--- config.mk ---
export PLATFORM = sky130hd
export DESIGN_NAME = gpio_in_debounce
export DESIGN_NICKNAME = d
export VERILOG_FILES = /design/src/rtl/gpio_pkg.sv /design/src/rtl/debounce_bit.sv /design/src/rtl/gpio_in_debounce.sv
export SDC_FILE = /design/constraint.sdc
export NUM_CORES = 1
export LEC_CHECK = 0
export BUFFER_PORTS_ARGS = -buffer_cell sky130_fd_sc_hd__buf_2
export CAP_MARGIN = 30
export CORE_MARGIN = 2
export CORE_UTILIZATION = 25
export DETAILED_ROUTE_END_ITERATION = 12
export SLEW_MARGIN = 20
export SYNTH_ARGS = -nofsm -noshare
export SYNTH_HDL_FRONTEND = slang
export SYNTH_SLANG_ARGS = --single-unit
--- constraint.sdc ---
create_clock -name clk -period 1.65 [get_ports clk]
set_input_delay 0 -clock clk [delete_from_list [all_inputs] [get_ports clk]]
set_output_delay 0 -clock clk [all_outputs]
set_load 0.02 [all_outputs]
--- src/rtl/gpio_pkg.sv ---
// gpio_pkg: shared definitions for the GPIO input conditioner.
//   GPIO_WIDTH          default number of input lines
//   GPIO_DB_CYCLES      default debounce length in enabled clock edges
//   GPIO_DB_CYCLES_SIM  short debounce length used by simulation benches
//   db_state_e          per-bit debounce state
package gpio_pkg;

  localparam int GPIO_WIDTH         = 8;
  localparam int GPIO_DB_CYCLES     = 16;
  localparam int GPIO_DB_CYCLES_SIM = 4;

  typedef enum logic {
    STABLE  = 1'b0,
    PENDING = 1'b1
  } db_state_e;

endpackage

--- src/rtl/debounce_bit.sv ---
// debounce_bit: conditions one raw switch line.
//   Two-flop synchroniser (always clocked), then a stability counter that
//   accepts a new level only after it has differed from the current stable
//   level for DB_CYCLES enabled edges. Any reversion drops the candidate.
// Ports:
//   clk, reset   rising-edge clock, asynchronous active-high reset
//   en           clock enable for the counter (synchroniser ignores it)
//   raw          asynchronous switch level
//   stable       debounced level
//   pulse        registered one-cycle strobe after stable changes
//   load         combinational: stable updates on the coming edge
//   state_dbg    current FSM state, for debug visibility
module debounce_bit
  import gpio_pkg::*;
#(
  parameter  int DB_CYCLES = GPIO_DB_CYCLES,
  localparam int CNT_W     = $clog2(DB_CYCLES)
) (
  input  logic      clk,
  input  logic      reset,
  input  logic      en,
  input  logic      raw,
  output logic      stable,
  output logic      pulse,
  output logic      load,
  output db_state_e state_dbg
);

  logic             sync1, sync2;
  db_state_e        state, state_n;
  logic [CNT_W-1:0] cnt, cnt_n;
  logic             stable_n;

  // Synchroniser runs every edge so the sampled level stays current even
  // while counting is paused.
  always_ff @(posedge clk or posedge reset) begin
    if (reset) begin
      sync1 <= 1'b0;
      sync2 <= 1'b0;
    end else begin
      sync1 <= raw;
      sync2 <= sync1;
    end
  end

  always_ff @(posedge clk or posedge reset) begin
    if (reset) begin
      state  <= STABLE;
      cnt    <= '0;
      stable <= 1'b0;
      pulse  <= 1'b0;
    end else begin
      state  <= state_n;
      cnt    <= cnt_n;
      stable <= stable_n;
      pulse  <= load;
    end
  end

  // The entry into PENDING counts as the first stable edge, so the terminal
  // count DB_CYCLES-1 is reached on the DB_CYCLES-th enabled edge.
  always_comb begin
    state_n  = state;
    cnt_n    = cnt;
    stable_n = stable;
    load     = 1'b0;
    unique case (state)
      STABLE: begin
        if (sync2 != stable && en) begin
          cnt_n   = CNT_W'(1);
          state_n = PENDING;
        end
      end
      PENDING: begin
        // Reversion is checked regardless of en.
        if (sync2 == stable) begin
          cnt_n   = '0;
          state_n = STABLE;
        end else if (en) begin
          if (cnt == CNT_W'(DB_CYCLES - 1)) begin
            stable_n = sync2;
            cnt_n    = '0;
            load     = 1'b1;
            state_n  = STABLE;
          end else begin
            cnt_n = cnt + CNT_W'(1);
          end
        end
      end
      default: begin
        state_n = STABLE;
        cnt_n   = '0;
      end
    endcase
  end

  assign state_dbg = state;

endmodule

--- src/rtl/gpio_in_debounce.sv ---
// gpio_in_debounce: input-side GPIO conditioner.
//   Each raw line is synchronised and debounced independently; gpio_stable
//   feeds the processor GPIO input, change_pulse strobes for one cycle on
//   every accepted change.
//   Build option GPIO_CHANGE_FLAGS_EN: when defined, sticky per-bit change
//   flags with write-one-to-clear and an OR-reduced irq are implemented.
//   When undefined, flags and irq read 0 and flags_clr is ignored.
// Ports:
//   clk, reset     rising-edge clock, asynchronous active-high reset
//   en             debounce counter clock enable
//   gpio_raw       raw switch levels
//   gpio_stable    debounced levels
//   change_pulse   one-cycle change strobes
//   flags          sticky change flags
//   flags_clr      per-bit clear for flags (set wins over clear)
//   irq            OR of flags
module gpio_in_debounce
  import gpio_pkg::*;
#(
  parameter int WIDTH     = GPIO_WIDTH,
  parameter int DB_CYCLES = GPIO_DB_CYCLES
) (
  input  logic             clk,
  input  logic             reset,
  input  logic             en,
  input  logic [WIDTH-1:0] gpio_raw,
  output logic [WIDTH-1:0] gpio_stable,
  output logic [WIDTH-1:0] change_pulse,
  output logic [WIDTH-1:0] flags,
  input  logic [WIDTH-1:0] flags_clr,
  output logic             irq
);

  logic [WIDTH-1:0] load;
  logic [WIDTH-1:0] pending_dbg;

  for (genvar i = 0; i < WIDTH; i++) begin : g_bit
    db_state_e st;

    debounce_bit #(
      .DB_CYCLES (DB_CYCLES)
    ) u_db (
      .clk       (clk),
      .reset     (reset),
      .en        (en),
      .raw       (gpio_raw[i]),
      .stable    (gpio_stable[i]),
      .pulse     (change_pulse[i]),
      .load      (load[i]),
      .state_dbg (st)
    );

    assign pending_dbg[i] = (st == PENDING);
  end

`ifdef GPIO_CHANGE_FLAGS_EN
  // Flags are set on the edge that raises change_pulse, hence the use of
  // the pre-register load strobe. Set is applied after clear so it wins.
  always_ff @(posedge clk or posedge reset) begin
    if (reset) begin
      flags <= '0;
    end else begin
      flags <= (flags & ~flags_clr) | load;
    end
  end

  assign irq = |flags;

  logic unused_ok;
  assign unused_ok = ^pending_dbg;
`else
  assign flags = '0;
  assign irq   = 1'b0;

  logic unused_ok;
  assign unused_ok = ^{flags_clr, load, pending_dbg};
`endif

endmodule

==> results of run 1 <==
-- cell type report --
cell class | count | share of cell area
Timing Repair Buffer | 44 | 0.0748
Sequential cell | 72 | 0.431
Clock inverter | 6 | 0.0162
Multi-Input combinational cell | 232 | 0.353
Tap cell | 180 | 0.0539
Clock buffer | 10 | 0.0572
Inverter | 15 | 0.0144
-- power by group --
part / switching [mW] / total (mW) / internal (mW)
clock: 0.764 / 1.98 / 1.22
combinational: 0.206 / 0.369 / 0.162
sequential: 0.106 / 1.96 / 1.85
-- path summary, 6_finish.rpt --
kind,from,to,cells after the start
setup reg to reg,g_bit[5].u_db.cnt[0],g_bit[5].u_db.stable,4
hold reg to reg,g_bit[4].u_db.sync1,g_bit[4].u_db.sync2,0
max in group asynchronous,reset,g_bit[0].u_db.stable,4
setup / recovery,g_bit[5].u_db.cnt[0],g_bit[5].u_db.stable,4
min in group asynchronous,reset,g_bit[2].u_db.cnt[3],3
hold / removal,en,g_bit[5].u_db.state_dbg,3
-- worst register-to-register path: stages (launching register included) --
cell and delay, ps:
dfrtp_1 410, ha_1 230, and3_1 200, and3_1 230, mux2_2 340
-- stage by stage --
step,power (mW),hold WS (ps)
floorplan,2.25,31.4
global placement,2.32,109
detailed placement,2.35,110
CTS,4.38,65.8
global route,4.53,102
finish,4.31,79.5
-- logic make-up (layout without fill, tap and decap cells) --
family	count (synthesis)	after routing	synth area share
and+or+nand+nor	98	98	0.140
AOI/OAI and AO/OA	88	88	0.151
DFF	72	72	0.508
buffers and inverters	51	75	0.0840
muxes	16	16	0.0487
xor gates and xnor gates	13	13	0.0385
adders and majority gates	8	8	0.0282
other	1	9	0.00106
-- registers in the layout, indices dropped and copies added, names as in the netlist --
register,count
g_bit.u_db.cnt,32
g_bit.u_db.pulse,8
g_bit.u_db.stable,8
g_bit.u_db.state_dbg,8
g_bit.u_db.sync1,8
g_bit.u_db.sync2,8
-- per-layer routing --
layer | vias up | wire (um) | track usage
met2 | 55 | 2970 | 0.148
li1 | 1257 | - | -
met1 | 1221 | 2810 | 0.107
met3 | 15 | 307 | 0.0351
met5 | - | 0 | 0
met4 | 0 | 158 | 0.0511
-- repair_timing --
item | in CTS | in global routing
hold endpoints to repair | 33 | 0
hold buffers | 9 | 0
setup buffers | 0 | 0
setup endpoints to repair | 0 | 0
-- synthesized netlist by cell type, types with 8 or more instances --
cell type	n
a21oi_1	16
and3_1	11
buf_4	26
dfrtp_1	72
ha_1	8
inv_1	15
mux2_2	10
nand2_1	18
nand3_1	15
nor2_1	24
nor3_1	8
o21ai_0	45
==> metrics.md, run 1 <==
| Metric | Value |
|---|---|
| Crit-path most repeated cell | and3_1 |
| Initial DRC Count | 110 |
| Most frequent cells in the layout | dfrtp_1, o21ai_0, buf_2 |
| Initial Util | 0.255 |
| Setup crit end kind | register |
| Final worst-path cycle share | 0.920 |
| # IOs | 44 |
| Vert. Die Dim | 123 um |
| Reg2reg setup slack | 130 ps |
| Sequential fraction of the synthesis area | 0.508 |
| Critical path peak fanout | 5 |
| Row cnt | 43 |
| CTS clock-pin slew for the worst setup and hold paths | 60 ps |
| Worst slack, placed | 143 ps |
| WL final | 6.25 mm |
| Global-route wire length before repair | about 11 mm |
| Synth warn | 0 |
| Largest cells by area after synthesis | dfrtp_1, o21ai_0, buf_4, mux2_2, ha_1 |
| Outcome | completed |
| Worst slew pin tran | approximately 620 ps |
| Diodes inserted | 0 |
| Die area | 15100 sq um |
| DRC | 0 |
| Top-area cell type share of the netlist area | 0.508 |
| Synthesized area per cell | slightly above 10 sq um |
| Initial antenna violation count | 0 |
| Largest area contributor in the netlist | dfrtp_1 |
| Via density | ~4.6 |
| Post-CTS sizing | 0 |
| Via count | between 2000 and 3000 |
| Register bit count reported by yosys | 72 |
| CTS root buf | clkbuf_16 |
| Die width | 123 um |
| Crit-path cells | ha_1, and3_1, and3_1, mux2_2 |
| Hold crit path type | input port to register |
| Synthesis-to-layout area growth | 18.0% |
| Reg area | 1800 sq um |
| Leak | 1.94 nW |
| Post-synth top flop | dfrtp_1 |
| Share of post-route cells with drive strength above 1 | 0.179 |
| Total track usage | 0.0927 |
| Top cell family by delay on the critical path | simple AND/OR/NAND/NOR gates |
| Final Util | 0.301 |
| Ys async rst share | 1.00 |
| Routed Antenna Nets | 0 |
| EDFF count, synth | 0 |
| Mapped Area | 3540 sq um |
| Post-route cell area | 4180 sq um |
| Slew Viols, Final | 0 |
| Hold Vio Cnt, Final | 0 |
| GPL Wtd Cong | 0.801 |
| Largest net degree at the start of global routing | 38 |
| WP data arrival | roughly 1800 ps |
| DRT Pass-1 Iters | 4 |
| CTS Buffer Depth | 2 |
| HPWL after DPL | ~4.3 mm |
| Grt ovf | 0 |
| Number of H-tree levels | 3 |
| CP peak stage delay | 410 ps |
| Max-Slew Margin vs Limit | 0.588 |
| Number of buffers and inverters on the critical path | 0 |
| TritonCTS Buffers | 9 |
| Worst-Skew Late Latency | 340 ps |
| Worst setup SP type | register |
| Gate count of the mapped netlist | approximately 350 |
| Tmin final | 1520 ps |
| Critical setup path kind | register to register |
| CTS tree | yes |
| Multi-input gate area | about 1500 sq um |
| Setup TNS | 0 ps |
| FMAX | between 0.6 and 0.7 GHz |
| Synth cell types | 44 |
| RSZ-0062 raised after global routing | false |
| Nets | 401 |
| Non-Filler Instances | between 500 and 600 |
| Max-cap check violation count | 0 |
| Maximum vdd ir drop | 0.469 mV |
| FILL cells | approximately 1400 |
| Vias in the first global route | 2438 |
| Port bufs | 26 |
| Area after DPL | 3780 sq um |
| Worst Skew | roughly 4.5 ps |
| Clk sinks | a little over 70 |
| PD cells | 1030 nW/um^2 |
| Worst EP required | ~1900 ps |
| Post-route worst setup slack | 132 ps |
| Critical path's slowest cell | dfrtp_1 |
| Commonest non-fill, non-tap cell in the layout | dfrtp_1 |
| Setup violations, final | 0 |
| Core area | ~14000 sq um |
| Drt wl/cell | ~11 um |
| Dpl cells | 534 |
No activity file was read; power rests on OpenSTA's default activity.
==> run 2: changes to the inputs <==
--- a/config.mk
+++ b/config.mk
@@ -8,8 +8,9 @@
 export BUFFER_PORTS_ARGS = -buffer_cell sky130_fd_sc_hd__buf_2
 export CAP_MARGIN = 30
 export CORE_MARGIN = 2
-export CORE_UTILIZATION = 25
+export CORE_UTILIZATION = 50
 export DETAILED_ROUTE_END_ITERATION = 12
+export PLACE_DENSITY = 0.73
 export SLEW_MARGIN = 20
 export SYNTH_ARGS = -nofsm -noshare
 export SYNTH_HDL_FRONTEND = slang
==> run 2 against run 1 <==
Critical path depth did not move. Die area fell by 49%. Register-to-register slack got worse by 20 ps. Sequential power barely moved. Highest routed layer unchanged. Clock power fell by 32%. Critical path type unchanged. Cell area fell by 5.7%. Hold slack improved by 30 ps. Non-clock buffer count fell by 2.
==> metrics.md, run 2 (synthesis results as in run 1) <==
| Metric | Value |
|---|---|
| Outcome | completed |
| Top cell family by delay on the critical path | flip-flops |
| Most used routing layer | met2 |
| Crit-path most repeated cell | and3_1 |
| Worst slack, placed | 152 ps |
| Grt met1 use | 0.226 |
| Initial antenna violation count | 0 |
| DRC | 0 |
| FMAX | 0.651 GHz |
| Critical setup path kind | register to register |
| TritonCTS Buffers | 9 |
| CTS root buf | clkbuf_8 |
| GPL Wtd Cong | 0.833 |
| Global-route wire length before repair | 10.8 mm |
| Die area | 7780 sq um |
| Via density | 5.33 |
| Nets | 399 |
| WL final | 6.16 mm |
| Worst Skew | 6.12 ps |
| Leak | ~1.9 nW |
| Tmin final | 1540 ps |
| Worst setup SP type | register |
| Post-CTS setup repair buffer count | 0 |
| Vias in the first global route | 2383 |
| Max-cap check violation count | 0 |
| Initial Util | 0.519 |
| Largest net degree at the start of global routing | 56 |
| Routed Antenna Nets | 0 |
| Worst-Skew Late Latency | between 300 and 400 ps |
| Diodes inserted | 0 |
| Clk pwr share | 0.368 |
| Number of buffers and inverters on the critical path | 0 |
| GRT met2 Usage | 0.286 |
| Initial DRC Count | ~200 |
| Die width | 88.2 um |
| HPWL after DPL | 4.06 mm |
| Most flop-heavy register | g_bit.u_db.cnt |
| Comb pwr share | 0.098 |
| Setup TNS | 0 ps |
| Sw power | 946 uW |
| Worst EP required | 1890 ps |
| Post-route worst setup slack | about 110 ps |
| Final worst-path cycle share | 0.931 |
| Core area | ~6800 sq um |
| Row cnt | 30 |
| Hold crit path type | input port to register |
| Reg2reg setup slack | 110 ps |
| Hold Vio Cnt, Final | 0 |
| Port bufs | 26 |
| RSZ-0062 raised after global routing | false |
| Drt wl/cell | 13.0 um |
| Grt ovf | 0 |
| Vert. Die Dim | 88.2 um |
| Commonest non-fill, non-tap cell in the layout | dfrtp_1 |
| Number of H-tree levels | 3 |
| CTS clock-pin slew for the worst setup and hold paths | 70 ps |
| WP data arrival | 1770 ps |
| Max reg flops | 32 |
| Setup violations, final | 0 |
| PD cells | around 930 nW/um^2 |
| Switching Fraction | 0.257 |
| CTS Buffer Depth | 2 |
| Reg power frac | 0.534 |
| Via count | 2518 |
| P_int | 2.74 mW |
| Most frequent cells in the layout | dfrtp_1, o21ai_0, buf_2 |
| Critical path peak fanout | 6 |
| Synthesis-to-layout area growth | 11.2% |
| CTS tree | yes |
| Critical path's slowest cell | dfrtp_1 |
| Met3 GRT Util | 0.0641 |
| Clk sinks | 72 |
| DRT Pass-1 Iters | 4 |
| # IOs | 44 |
| CP peak stage delay | about 450 ps |
| Setup crit end kind | register |
| Total track usage | 0.180 |
| Share of post-route cells with drive strength above 1 | 0.170 |
| Maximum vdd ir drop | 0.644 mV |
| Crit-path cells | ha_1, and3_1, and3_1, mux2_2 |
| Slew Viols, Final | 0 |
-- run 2: cell count changes in the layout (fill, tap and decap cells not counted) --
| cell | delta |
|---|---|
| buf_4 | -2 |
| clkbuf_1 | +1 |
| clkbuf_16 | -9 |
| clkbuf_8 | +9 |
| clkinv_2 | +2 |
| clkinv_4 | -1 |
| clkinvlp_4 | -2 |
| inv_6 | -1 |
-- run 2: tightest hold or removal path: stages --
cell and delay (ps):
buf_2 130, buf_12 160, nor2_1 90, nor3_1 50
-- run 2: layout make-up --
class                      instances  area, sq um
tap                               96          120
clock buffer                      11          141
inverter                          15         60.1
multi-input combinational        232         1470
clock inverter                     4         45.0
sequential                        72         1800
fill                             584         2890
timing repair buffer              42          298
-- run 2: per-stage QoR --
step	instances	power, mW	area [sq um]	hold slack [ps]	util
2_1_floorplan	355	2.25	3580	31.4	-
3_3_place_gp	448	2.32	3660	22.6	0.536
3_5_place_dp	448	2.34	3660	33.3	0.536
4_1_cts	472	3.72	3940	97.5	0.577
5_1_grt	472	3.88	3940	118	0.577
6_report	472	3.68	3940	109	0.577
-- run 2: final timing paths --
check / cells after the start / to / start
min in group asynchronous: 3 / g_bit[1].u_db.cnt[0] / reset
min: 4 / g_bit[5].u_db.state_dbg / en
max reg2reg: 4 / g_bit[3].u_db.stable / g_bit[3].u_db.cnt[0]
min reg2reg: 0 / g_bit[4].u_db.sync2 / g_bit[4].u_db.sync1
max: 4 / g_bit[3].u_db.stable / g_bit[3].u_db.cnt[0]
max in group asynchronous: 4 / g_bit[4].u_db.cnt[0] / reset
-- run 2: timing repair --
item | 4_1_cts | 5_1_grt
gates resized for setup | 0 | 0
hold buffers | 9 | 0
endpoints found under the hold margin | 25 | 0
-- run 2: layer usage --
metal | routed length [um] | part of all wire
met5 | 0 | 0
met4 | 118 | 0.019
met3 | 221 | 0.036
met2 | 3080 | 0.50
met1 | 2740 | 0.44
-- run 2: power groups by stage --
stage,clock (mW),combinational (mW),sequential (mW)
after floorplan,0,0.297,1.96
after global placement,0,0.333,1.99
after detailed placement,0,0.348,1.99
after CTS,1.39,0.368,1.96
after global routing,1.48,0.423,1.98
final,1.35,0.362,1.96
==> run 3: changes to the inputs <==
==> constraint.sdc (replaced) <==
create_clock -name clk -period 1.65 [get_ports clk]
set_input_delay 0.165 -clock clk [delete_from_list [all_inputs] [get_ports clk]]
set_output_delay 0.165 -clock clk [all_outputs]
set_load 0.02 [all_outputs]
==> run 3 against run 2 <==
Setup slack improved by 16 ps. Register-to-register slack better by 20 ps. Global-route usage decreased by 2.3 points. Core utilization hardly changed. Critical path depth unchanged.
==> metrics.md, run 3 (synthesis results as in run 1) <==
| Metric | Value |
|---|---|
| Routed Antenna Nets | 0 |
| DRC | 0 |
| Met2 Wirelength | about 2.8 mm |
| FILL cells | around 580 |
| Number of buffers and inverters on the critical path | 0 |
| WP data arrival | 1750 ps |
| Worst-Skew Late Latency | ~340 ps |
| Initial Util | 0.519 |
| RSZ-0062 raised after global routing | false |
| CTS tree | yes |
| Drt wl/cell | 12.2 um |
| Multi-input gate area | 1470 sq um |
| CTS clock-pin slew for the worst setup and hold paths | 70 ps |
| Max reg flops | 32 |
| Setup violations, final | 0 |
| Max-cap check violation count | 0 |
| Initial antenna violation count | 0 |
| Synthesis-to-layout area growth | 11.2% |
| # IOs | 44 |
| Critical path's slowest cell | dfrtp_1 |
| Via density | ~5.3 |
| Vert. Die Dim | 88.2 um |
| Most frequent cells in the layout | dfrtp_1, o21ai_0, buf_2 |
| Highest metal used | met4 |
| Worst EP required | roughly 1900 ps |
| Via count | 2526 |
| CTS root buf | clkbuf_8 |
| CP peak stage delay | 430 ps |
| Hold crit path type | input port to register |
| Top cell family by delay on the critical path | flip-flops |
| Crit-path cells | ha_1, and3_1, and3_1, mux2_2 |
| FMAX | around 0.66 GHz |
| Reg area | ~1800 sq um |
| Die width | 88.2 um |
| Slew Viols, Final | 0 |
| Crit-path most repeated cell | and3_1 |
| Nets | 401 |
| PD cells | 895 nW/um^2 |
| Hold Vio Cnt, Final | 0 |
| Final Util | 0.577 |
| Port bufs | 26 |
| Met3 wire len | 162 um |
| Critical setup path kind | register to register |
| Initial DRC Count | 159 |
| Total track usage | 0.157 |
| Grt ovf | 0 |
| TritonCTS Buffers | 9 |
| Clk sinks | 72 |
| Core area | 6830 sq um |
| WL final | 5.77 mm |
| Maximum vdd ir drop | 0.442 mV |
| CTS Buffer Depth | 2 |
| DRT met1 WL | 2.72 mm |
| Global-route wire length before repair | 9.51 mm |
| HPWL after DPL | 3.96 mm |
| Final worst-path cycle share | 0.922 |
| Post-CTS sizing | 0 |
| Largest net degree at the start of global routing | 36 |
| GPL Wtd Cong | 0.834 |
| Tmin final | 1520 ps |
| Setup crit end kind | register |
| Most flop-heavy register | g_bit.u_db.cnt |
| Leak | 1.88 nW |
| Outcome | completed |
| Vias in the first global route | ~2200 |
| Die area | 7780 sq um |
| Share of post-route cells with drive strength above 1 | 0.175 |
| DRT Pass-1 Iters | 4 |
| Row cnt | 30 |
| Worst setup SP type | register |
| Diodes inserted | 0 |
| Worst Skew | 6.58 ps |
| Commonest non-fill, non-tap cell in the layout | dfrtp_1 |
| Setup TNS | 0 ps |
| Critical path peak fanout | 6 |
| Number of H-tree levels | 3 |
[run 3: through the flow]
step | worst slack (ps) | power, mW | cells | hold slack [ps] | cell area [sq um]
3_5_place_dp | 148 | 2.34 | 450 | 221 | 3680
2_1_floorplan | 260 | 2.25 | 355 | 196 | 3580
6_report | 129 | 3.53 | 474 | 187 | 3940
5_1_grt | 42.0 | 3.71 | 474 | 193 | 3940
3_3_place_gp | 181 | 2.32 | 450 | 212 | 3680
4_1_cts | 128 | 3.57 | 474 | 168 | 3940
[run 3: cell type report]
| class | count | share of cell area |
|---|---|---|
| Multi-Input combinational cell | 232 | 0.374 |
| Timing Repair Buffer | 44 | 0.0794 |
| Clock buffer | 12 | 0.0394 |
| Clock inverter | 3 | 0.00444 |
| Tap cell | 96 | 0.0305 |
| Inverter | 15 | 0.0152 |
| Sequential cell | 72 | 0.457 |
[run 3: worst register-to-register path: stages, from the launching register on]
cell	delay [ps]
dfrtp_1	430
ha_1	230
and3_1	200
and3_1	210
mux2_2	340
[run 3: final timing paths]
kind / startpoint / endpoint / slack, ps / cells after the start
worst min register to register: g_bit[4].u_db.sync1 / g_bit[4].u_db.sync2 / 350 / 0
worst min-delay path: en / g_bit[6].u_db.state_dbg / 190 / 3
min in group asynchronous: reset / g_bit[1].u_db.cnt[0] / 400 / 3
max in group asynchronous: reset / g_bit[7].u_db.sync2 / 590 / 4
worst max-delay path: g_bit[3].u_db.cnt[0] / g_bit[3].u_db.stable / 130 / 4
worst max register to register: g_bit[3].u_db.cnt[0] / g_bit[3].u_db.stable / 130 / 4
[run 3: timing repair]
action	CTS	global route
hold buffers	9	0
setup buffers	0	0
endpoints found under the hold margin	27	0
[run 3: power by group]
part	internal, mW	total (mW)	switching, mW
logic	0.160	0.363	0.203
clock network	0.614	1.21	0.591
registers	1.85	1.96	0.108
total	2.63	3.53	0.901
[run 3: metal layers]
metal	up-vias	GRT usage
li1	1249	-
met1	1228	0.203
met2	38	0.252
met3	11	0.0283
met4	0	0.0826
met5	-	0
